===== src/rtl/udp_pkg.sv =====
// Shared definitions for the UDP payload streamer: state encoding and word geometry.
package udp_pkg;

    localparam int ADDR_W_DEFAULT = 10;
    localparam int DATA_W_DEFAULT = 32;
    localparam int BYTES_PER_WORD = 4;
    localparam int BYTE_CNT_W     = 3;

    typedef enum logic [1:0] {
        IDLE   = 2'd0,
        FETCH  = 2'd1,
        STREAM = 2'd2,
        FINISH = 2'd3
    } stream_state_e;

endpackage


===== src/rtl/word_serializer.sv =====
// Turns 32-bit payload words into an MSB-first byte stream with a one-word prefetch slot,
// so the next word is already on hand when the current one runs out.
module word_serializer
    import udp_pkg::*;
#(
    parameter int DATA_W = DATA_W_DEFAULT
) (
    input  logic              clk,
    input  logic              rst_n,
    input  logic              load_en,
    input  logic              pf_capture,
    input  logic [DATA_W-1:0] word_in,
    input  logic              word_is_last,
    input  logic              m_ready,
    output logic [7:0]        m_data,
    output logic              m_valid,
    output logic              m_last,
    output logic              pf_valid,
    output logic              word_done
);

    logic [DATA_W-1:0]     shift_q, shift_d;
    logic [BYTE_CNT_W-1:0] bytes_left_q, bytes_left_d;
    logic                  cur_last_q, cur_last_d;
    logic [DATA_W-1:0]     pf_data_q, pf_data_d;
    logic                  pf_valid_q, pf_valid_d;
    logic                  pf_last_q, pf_last_d;
    logic                  xfer;

    assign m_valid   = (bytes_left_q != '0);
    assign xfer      = m_valid && m_ready;
    assign word_done = xfer && (bytes_left_q == BYTE_CNT_W'(1));
    assign m_data    = shift_q[DATA_W-1 -: 8];
    assign m_last    = cur_last_q && (bytes_left_q == BYTE_CNT_W'(1));
    assign pf_valid  = pf_valid_q;

    // Next-state for the shift register, byte counter and prefetch slot.
    always_comb begin
        shift_d      = shift_q;
        bytes_left_d = bytes_left_q;
        cur_last_d   = cur_last_q;
        pf_data_d    = pf_data_q;
        pf_valid_d   = pf_valid_q;
        pf_last_d    = pf_last_q;

        if (load_en) begin
            shift_d      = word_in;
            bytes_left_d = BYTE_CNT_W'(BYTES_PER_WORD);
            cur_last_d   = word_is_last;
        end else if (xfer) begin
            if (word_done && pf_valid_q) begin
                // Swap in the prefetched word on the same edge so the stream never bubbles.
                shift_d      = pf_data_q;
                bytes_left_d = BYTE_CNT_W'(BYTES_PER_WORD);
                cur_last_d   = pf_last_q;
                pf_valid_d   = 1'b0;
            end else begin
                shift_d      = shift_q << 8;
                bytes_left_d = bytes_left_q - BYTE_CNT_W'(1);
            end
        end

        if (pf_capture) begin
            pf_data_d  = word_in;
            pf_valid_d = 1'b1;
            pf_last_d  = word_is_last;
        end
    end

    // Register the serializer state; reset empties both the shift register and the prefetch slot.
    always_ff @(posedge clk or negedge rst_n) begin
        if (!rst_n) begin
            shift_q      <= '0;
            bytes_left_q <= '0;
            cur_last_q   <= 1'b0;
            pf_data_q    <= '0;
            pf_valid_q   <= 1'b0;
            pf_last_q    <= 1'b0;
        end else begin
            shift_q      <= shift_d;
            bytes_left_q <= bytes_left_d;
            cur_last_q   <= cur_last_d;
            pf_data_q    <= pf_data_d;
            pf_valid_q   <= pf_valid_d;
            pf_last_q    <= pf_last_d;
        end
    end

endmodule


===== src/rtl/udp_payload_streamer.sv =====
// Reads a completed UDP payload out of the payload RAM and streams it as bytes.
// Holds the control FSM, the RAM address walk and read-latency tracking; byte handling
// lives in word_serializer.
module udp_payload_streamer
    import udp_pkg::*;
#(
    parameter int FIRST_ADDR = 0,
    parameter int ADDR_W     = ADDR_W_DEFAULT,
    parameter int DATA_W     = DATA_W_DEFAULT
) (
    input  logic              clk,
    input  logic              rst_n,
    input  logic              start_read,
    input  logic [ADDR_W-1:0] last_addr,
    output logic [ADDR_W-1:0] rd_addr,
    input  logic [DATA_W-1:0] rd_data,
    output logic [7:0]        m_data,
    output logic              m_valid,
    input  logic              m_ready,
    output logic              m_last,
    output logic              busy,
    output logic              done,
    output logic              err_overrun
);

    localparam logic [ADDR_W-1:0] FIRST     = ADDR_W'(FIRST_ADDR);
    localparam logic [ADDR_W:0]   FIRST_EXT = (ADDR_W+1)'(FIRST_ADDR);

    stream_state_e     state_q, state_d;
    logic [ADDR_W-1:0] rd_addr_q, rd_addr_d;
    logic [ADDR_W-1:0] end_addr_q, end_addr_d;
    logic              rd_req_q, rd_req_d;
    logic              rd_vld_q, rd_vld_d;
    logic              err_overrun_q, err_overrun_d;

    logic [ADDR_W:0]   last_plus1;
    logic              empty_req;
    logic              at_end;
    logic              ser_load;
    logic              ser_capture;
    logic              ser_word_done;
    logic              ser_pf_valid;
    logic              ser_m_last;

    // Word count is last_addr + 1 - FIRST_ADDR, one bit wider than an address so the top
    // address is legal; the payload is empty when last_addr + 1 does not exceed FIRST_ADDR.
    assign last_plus1 = {1'b0, last_addr} + (ADDR_W+1)'(1);
    assign empty_req  = (last_plus1 <= FIRST_EXT);
    assign at_end     = (rd_addr_q == end_addr_q);

    assign rd_addr     = rd_addr_q;
    assign busy        = (state_q == FETCH) || (state_q == STREAM);
    assign done        = (state_q == FINISH);
    assign err_overrun = err_overrun_q;
    assign m_last      = ser_m_last;

    // Next-state, address walk and serializer control.
    always_comb begin
        state_d       = state_q;
        rd_addr_d     = rd_addr_q;
        end_addr_d    = end_addr_q;
        rd_req_d      = 1'b0;
        rd_vld_d      = rd_req_q;
        ser_load      = 1'b0;
        ser_capture   = 1'b0;
        err_overrun_d = start_read && (state_q != IDLE);

        case (state_q)
            IDLE: begin
                if (start_read) begin
                    end_addr_d = last_addr;
                    if (empty_req) begin
                        state_d = FINISH;
                    end else begin
                        rd_addr_d = FIRST;
                        rd_req_d  = 1'b1;
                        state_d   = FETCH;
                    end
                end
            end

            FETCH: begin
                if (rd_vld_q) begin
                    ser_load = 1'b1;
                    state_d  = STREAM;
                    if (!at_end) begin
                        rd_addr_d = rd_addr_q + ADDR_W'(1);
                        rd_req_d  = 1'b1;
                    end
                end
            end

            STREAM: begin
                ser_capture = rd_vld_q;
                if (ser_word_done) begin
                    if (ser_m_last) begin
                        state_d = FINISH;
                    end else if (ser_pf_valid && !at_end) begin
                        rd_addr_d = rd_addr_q + ADDR_W'(1);
                        rd_req_d  = 1'b1;
                    end
                end
            end

            FINISH: begin
                state_d = IDLE;
            end

            default: begin
                state_d = IDLE;
            end
        endcase
    end

    // Control registers; an asynchronous reset abandons any transfer in flight.
    always_ff @(posedge clk or negedge rst_n) begin
        if (!rst_n) begin
            state_q       <= IDLE;
            rd_addr_q     <= '0;
            end_addr_q    <= '0;
            rd_req_q      <= 1'b0;
            rd_vld_q      <= 1'b0;
            err_overrun_q <= 1'b0;
        end else begin
            state_q       <= state_d;
            rd_addr_q     <= rd_addr_d;
            end_addr_q    <= end_addr_d;
            rd_req_q      <= rd_req_d;
            rd_vld_q      <= rd_vld_d;
            err_overrun_q <= err_overrun_d;
        end
    end

    word_serializer #(
        .DATA_W(DATA_W)
    ) u_word_serializer (
        .clk         (clk),
        .rst_n       (rst_n),
        .load_en     (ser_load),
        .pf_capture  (ser_capture),
        .word_in     (rd_data),
        .word_is_last(at_end),
        .m_ready     (m_ready),
        .m_data      (m_data),
        .m_valid     (m_valid),
        .m_last      (ser_m_last),
        .pf_valid    (ser_pf_valid),
        .word_done   (ser_word_done)
    );

endmodule


===== config.mk =====
export PLATFORM = sky130hd
export DESIGN_NAME = udp_payload_streamer
export DESIGN_NICKNAME = d
export VERILOG_FILES = /design/src/rtl/udp_pkg.sv /design/src/rtl/word_serializer.sv /design/src/rtl/udp_payload_streamer.sv
export SDC_FILE = /design/constraint.sdc
export NUM_CORES = 1
export LEC_CHECK = 0
export CAP_MARGIN = 20
export CORE_MARGIN = 2
export CORE_UTILIZATION = 30
export DETAILED_ROUTE_END_ITERATION = 8
export PLACE_DENSITY = 0.53
export SETUP_SLACK_MARGIN = 0.15
export SLEW_MARGIN = 20
export SYNTH_ARGS = -nofsm -noshare
export SYNTH_HDL_FRONTEND = slang
export SYNTH_SLANG_ARGS = --single-unit

===== constraint.sdc =====
create_clock -name clk -period 2.9 [get_ports clk]
set_clock_uncertainty 0.2 [all_clocks]
set_input_delay 0.58 -clock clk [delete_from_list [all_inputs] [get_ports clk]]
set_output_delay 0.58 -clock clk [all_outputs]
set_load 0.005 [all_outputs]

==> impl_table.tex <==
\begin{tabular}{lr}
\hline
Metric & Value \\
\hline
\multicolumn{2}{l}{\textbf{Yosys}} \\
\quad Biggest area consumer among synthesized cells & sky130\_fd\_sc\_hd\_\_dfrtp\_1 \\
\quad Distinct cells, synth & 46 \\
\quad Yosys Warn Count & 0 \\
\quad Post-synthesis simple-gate area fraction & 14.6\% \\
\quad FFs w/ async S/R, synth & 100\% \\
\quad Nets in the synthesized netlist & 490 \\
\quad Most frequently used flop master after synthesis & sky130\_fd\_sc\_hd\_\_dfrtp\_1 \\
\quad Portion of netlist area occupied by mux cells & 10.3\% \\
\quad Combinational family with the most area after synthesis & compound AO/OA/AOI/OAI gates \\
\quad Post-synthesis instance total & between 400 and 500 \\
\quad Summed instance area of the synthesized netlist & 4690 sq um \\
\quad Top-area cell type share of the netlist area & 50.7\% \\
\quad Syn Area/Cell & about 11 sq um \\
\quad Post-synthesis share of cell area spent on full adders, half adders and majority gates & 2.14\% \\
\quad Top cells by area, synth & sky130\_fd\_sc\_hd\_\_dfrtp\_1 (51\%), sky130\_fd\_sc\_hd\_\_mux2\_2 (10\%), sky130\_fd\_sc\_hd\_\_nand2\_1 (5.4\%), sky130\_fd\_sc\_hd\_\_a311oi\_1 (4.5\%), sky130\_fd\_sc\_hd\_\_a21o\_1 (4.2\%) \\
\quad Complex-gate fraction of the synthesized area & 15.5\% \\
\quad Number of synthesized register bits & 95 \\
\quad Post-Synth XOR/XNOR Area & about 2.1\% \\
\quad Share of synthesized area occupied by flip-flops and latches & 50.7\% \\
\quad Number of enable flip-flop cells after synthesis & 0 \\
\multicolumn{2}{l}{\textbf{Floorplan}} \\
\quad IO Pins & about 70 \\
\quad Die boundary height & 129 um \\
\quad Die Wd & approximately 130 um \\
\quad Floorplan row count & 45 \\
\quad Floorplan die area & 16600 sq um \\
\quad Initial cell density of the core & 30.7\% \\
\quad Core Region & 15300 sq um \\
\multicolumn{2}{l}{\textbf{Setup path}} \\
\quad Critical-path maximum fanout & 5 \\
\quad Category of the worst setup path capture point & primary output \\
\quad Crit path launch type & flop \\
\quad Required @ worst endpoint & 2.12 ns \\
\quad Arrival time of data at the critical path endpoint & around 1.9 ns \\
\quad Setup CP Type & flop to primary output \\
\multicolumn{2}{l}{\textbf{Timing}} \\
\quad Max-Slew Margin vs Limit & 56.0\% \\
\quad Number of hold violations in the final report & 0 \\
\quad Final setup violation count & 0 \\
\quad Final max-slew violation count & 0 \\
\quad Transition time at the pin with the least slew margin & 0.660 ns \\
\quad Total negative setup slack & 0 ns \\
\quad RSZ-0062 raised after global routing & no \\
\quad Min Clock Period, post-route & 2.64 ns \\
\quad Max Clk Rate & 379 MHz \\
\quad Period utilisation layout & approximately 90\% \\
\multicolumn{2}{l}{\textbf{Drt}} \\
\quad Router iterations before antenna repair & 4 \\
\quad Final routed wire length divided by cell count & 15.7 um \\
\quad Final routed wirelength across all metal layers & 11100 um \\
\quad Vias per std cell & 4.87 \\
\quad Number of DRC violations after detailed-routing iteration 0 & 201 \\
\quad DR DRC count & 0 \\
\quad DRT antenna net count & 0 \\
\quad Via count & between 3000 and 4000 \\
\multicolumn{2}{l}{\textbf{CTS}} \\
\quad Insertion delay to the later sink of the worst-skew pair & 0.34 ns \\
\quad Clock tree root buffer cell & sky130\_fd\_sc\_hd\_\_clkbuf\_16 \\
\quad Number of buffers inserted during clock tree synthesis & 9 \\
\quad Post-CTS Setup Repair Bufs & 0 \\
\quad Number of clock sinks & between 90 and 100 \\
\quad Clock input transition at the sequential cells of the worst setup and hold paths & 0.07 ns \\
\quad Resized Gates After CTS & 0 \\
\quad Number of hold buffers added after cts & 0 \\
\quad TritonCTS clock tree & yes \\
\quad H-Tree Depth & 3 \\
\quad Max Root-Sink Buffers & 2 \\
\multicolumn{2}{l}{\textbf{Power}} \\
\quad Switching fraction of total power & about a third \\
\quad Final Total Pwr & roughly 5900 uW \\
\quad Highest ir drop seen on vdd & between 0.3 and 0.4 mV \\
\quad Power density over the cells & 1010 nW/um\^{}2 \\
\quad Pint & roughly 3900 uW \\
\quad Sequential Power Share & around two fifths \\
\quad Leak Pwr & 0.00251 uW \\
\quad Part of the total power dissipated in combinational logic & roughly 40\% \\
\quad Power spent charging and discharging nets & 2000 uW \\
\quad Proportion of power drawn by the clock network & 21.9\% \\
\multicolumn{2}{l}{\textbf{Placement}} \\
\quad Placed instance count & 692 \\
\quad Global placement routability congestion & between 0.7 and 0.8 \\
\quad Number of buffers added on ports & 68 \\
\quad Post-detail-place hpwl & 7440 um \\
\multicolumn{2}{l}{\textbf{Global route}} \\
\quad Global-route wire length before repair & 18600 um \\
\quad Number of global-route vias before repair & 3593 \\
\quad Total congestion overflow after global routing & 0 \\
\quad Antenna violations before repair & 0 \\
\quad Combined global-route utilization of all metal layers & 14.3\% \\
\quad Maximum number of pins on one net before global-route repair & 52 \\
\multicolumn{2}{l}{\textbf{Run}} \\
\quad Max-cap violations & 0 \\
\multicolumn{2}{l}{\textbf{Layout}} \\
\quad Number of antenna repair diodes & 0 \\
\quad Share of post-route cells with drive strength above 1 & 17.4\% \\
\quad Commonest non-fill, non-tap cell in the layout & sky130\_fd\_sc\_hd\_\_dfrtp\_1 \\
\quad Post-route non-filler standard cell count & 706 \\
\quad Layout area overhead & 25.1\% \\
\quad Commonest non-fill, non-tap cells in the layout & sky130\_fd\_sc\_hd\_\_dfrtp\_1 (95), sky130\_fd\_sc\_hd\_\_nand2\_1 (67), sky130\_fd\_sc\_hd\_\_clkdlybuf4s50\_1 (67) \\
\quad Number of nets in the finished design & 546 \\
\multicolumn{2}{l}{\textbf{Run status}} \\
\quad Status & completed \\
\multicolumn{2}{l}{\textbf{Hold path}} \\
\quad Worst hold-check path type & input pin to async pin \\
\hline
\end{tabular}
==> cells by family after synthesis <==
group,Yosys count
compound gates,91
fa+ha+maj,8
flops,95
buf+inv,42
mux,43
simple gates,146
xor+xnor,11
==> state kept, by name (all words and copies together), names as in the netlist, 2 cells and up <==
signal                          count
rd_addr                            10
u_word_serializer.bytes_left_q      3
end_addr_q                         10
u_word_serializer.shift_q          32
state_q                             2
u_word_serializer.pf_data_q        32
==> Yosys cell counts, types with 3 or more instances <==
cell type                  count
sky130_fd_sc_hd__buf_2        12
sky130_fd_sc_hd__o31ai_1      10
sky130_fd_sc_hd__dfrtp_1      95
sky130_fd_sc_hd__nand2_1      67
sky130_fd_sc_hd__nand3_1       6
sky130_fd_sc_hd__buf_4         8
sky130_fd_sc_hd__and2_1        6
sky130_fd_sc_hd__xnor2_1      10
sky130_fd_sc_hd__a221oi_1      8
sky130_fd_sc_hd__nor3_1        3
sky130_fd_sc_hd__ha_1          8
sky130_fd_sc_hd__a21o_1       26
sky130_fd_sc_hd__a21oi_1       3
sky130_fd_sc_hd__nor2b_1       3
sky130_fd_sc_hd__o21ai_0       7
sky130_fd_sc_hd__o21ai_1       3
sky130_fd_sc_hd__clkbuf_1     13
sky130_fd_sc_hd__a311oi_1     24
sky130_fd_sc_hd__inv_1         6
sky130_fd_sc_hd__mux2_2       43
sky130_fd_sc_hd__nor2_1       45
==> power groups by stage <==
stage / Sequential (uW) / Clock (uW) / Combinational (uW)
after floorplan: 2200 / 0 / 1800
after global placement: 2280 / 0 / 2280
after detailed placement: 2310 / 0 / 2350
after CTS: 2290 / 1330 / 2360
after global routing: 2370 / 1380 / 2640
final: 2280 / 1300 / 2340
==> final cells by class <==
cell class,instances,area (sq um)
clock inverter,4,77.6
tap,211,264
sequential,95,2380
inverter,6,22.5
multi-input combinational,299,2090
fill,1489,9400
clock buffer,10,239
timing repair buffer,81,788
==> path summary, 6_finish.rpt <==
path,startpoint,to,slack (ns),cells past startpoint
worst max-delay path,u_word_serializer.bytes_left_q[1]$_DFFE_PN0P_,m_last,0.26,6
worst min-delay path,rst_n,u_word_serializer.shift_q[28]$_DFFE_PN0P_,0.06,1
max in group asynchronous,rst_n,u_word_serializer.pf_data_q[9]$_DFFE_PN0P_,1.69,2
min in group clk,rd_req_q$_DFF_PN0_,rd_vld_q$_DFF_PN0_,0.17,0
worst min register to register,rd_req_q$_DFF_PN0_,rd_vld_q$_DFF_PN0_,0.17,0
worst max register to register,state_q[1]$_DFFE_PN0P_,rd_addr[3]$_DFFE_PN0P_,0.62,7
==> worst max-delay path, stage by stage, from the launching register on <==
cell and delay [ns]:
sky130_fd_sc_hd__dfrtp_1 0.38, sky130_fd_sc_hd__inv_1 0.10, sky130_fd_sc_hd__ha_1 0.15, sky130_fd_sc_hd__nor2b_4 0.20
sky130_fd_sc_hd__nand2_1 0.12, sky130_fd_sc_hd__inv_1 0.07, sky130_fd_sc_hd__clkdlybuf4s50_1 0.49
==> stage by stage <==
stage	cell area (sq um)	setup slack [ns]	hold slack (ns)	util [%]
6_report	5860	0.264	0.0616	38.4
5_1_grt	5860	0.154	0.114	38.4
4_1_cts	5860	0.233	0.0935	38.4
3_5_place_dp	5550	0.259	0.149	36.4
3_3_place_gp	5550	0.297	0.137	36.4
2_1_floorplan	4690	0.800	0.0844	-
==> routing by layer <==
metal  part of all wire [%]  wire length [um]  vias up  GRT usage, %
met2                     46              5110       66          22.5
met3                    4.4               489       11          3.04
met1                     48              5340     1722          19.7
met5                      0                 0        -             0
li1                       -                 -     1641             -
met4                    1.4               150        0          4.99
Note: power is estimated with default switching activity, not from simulation.
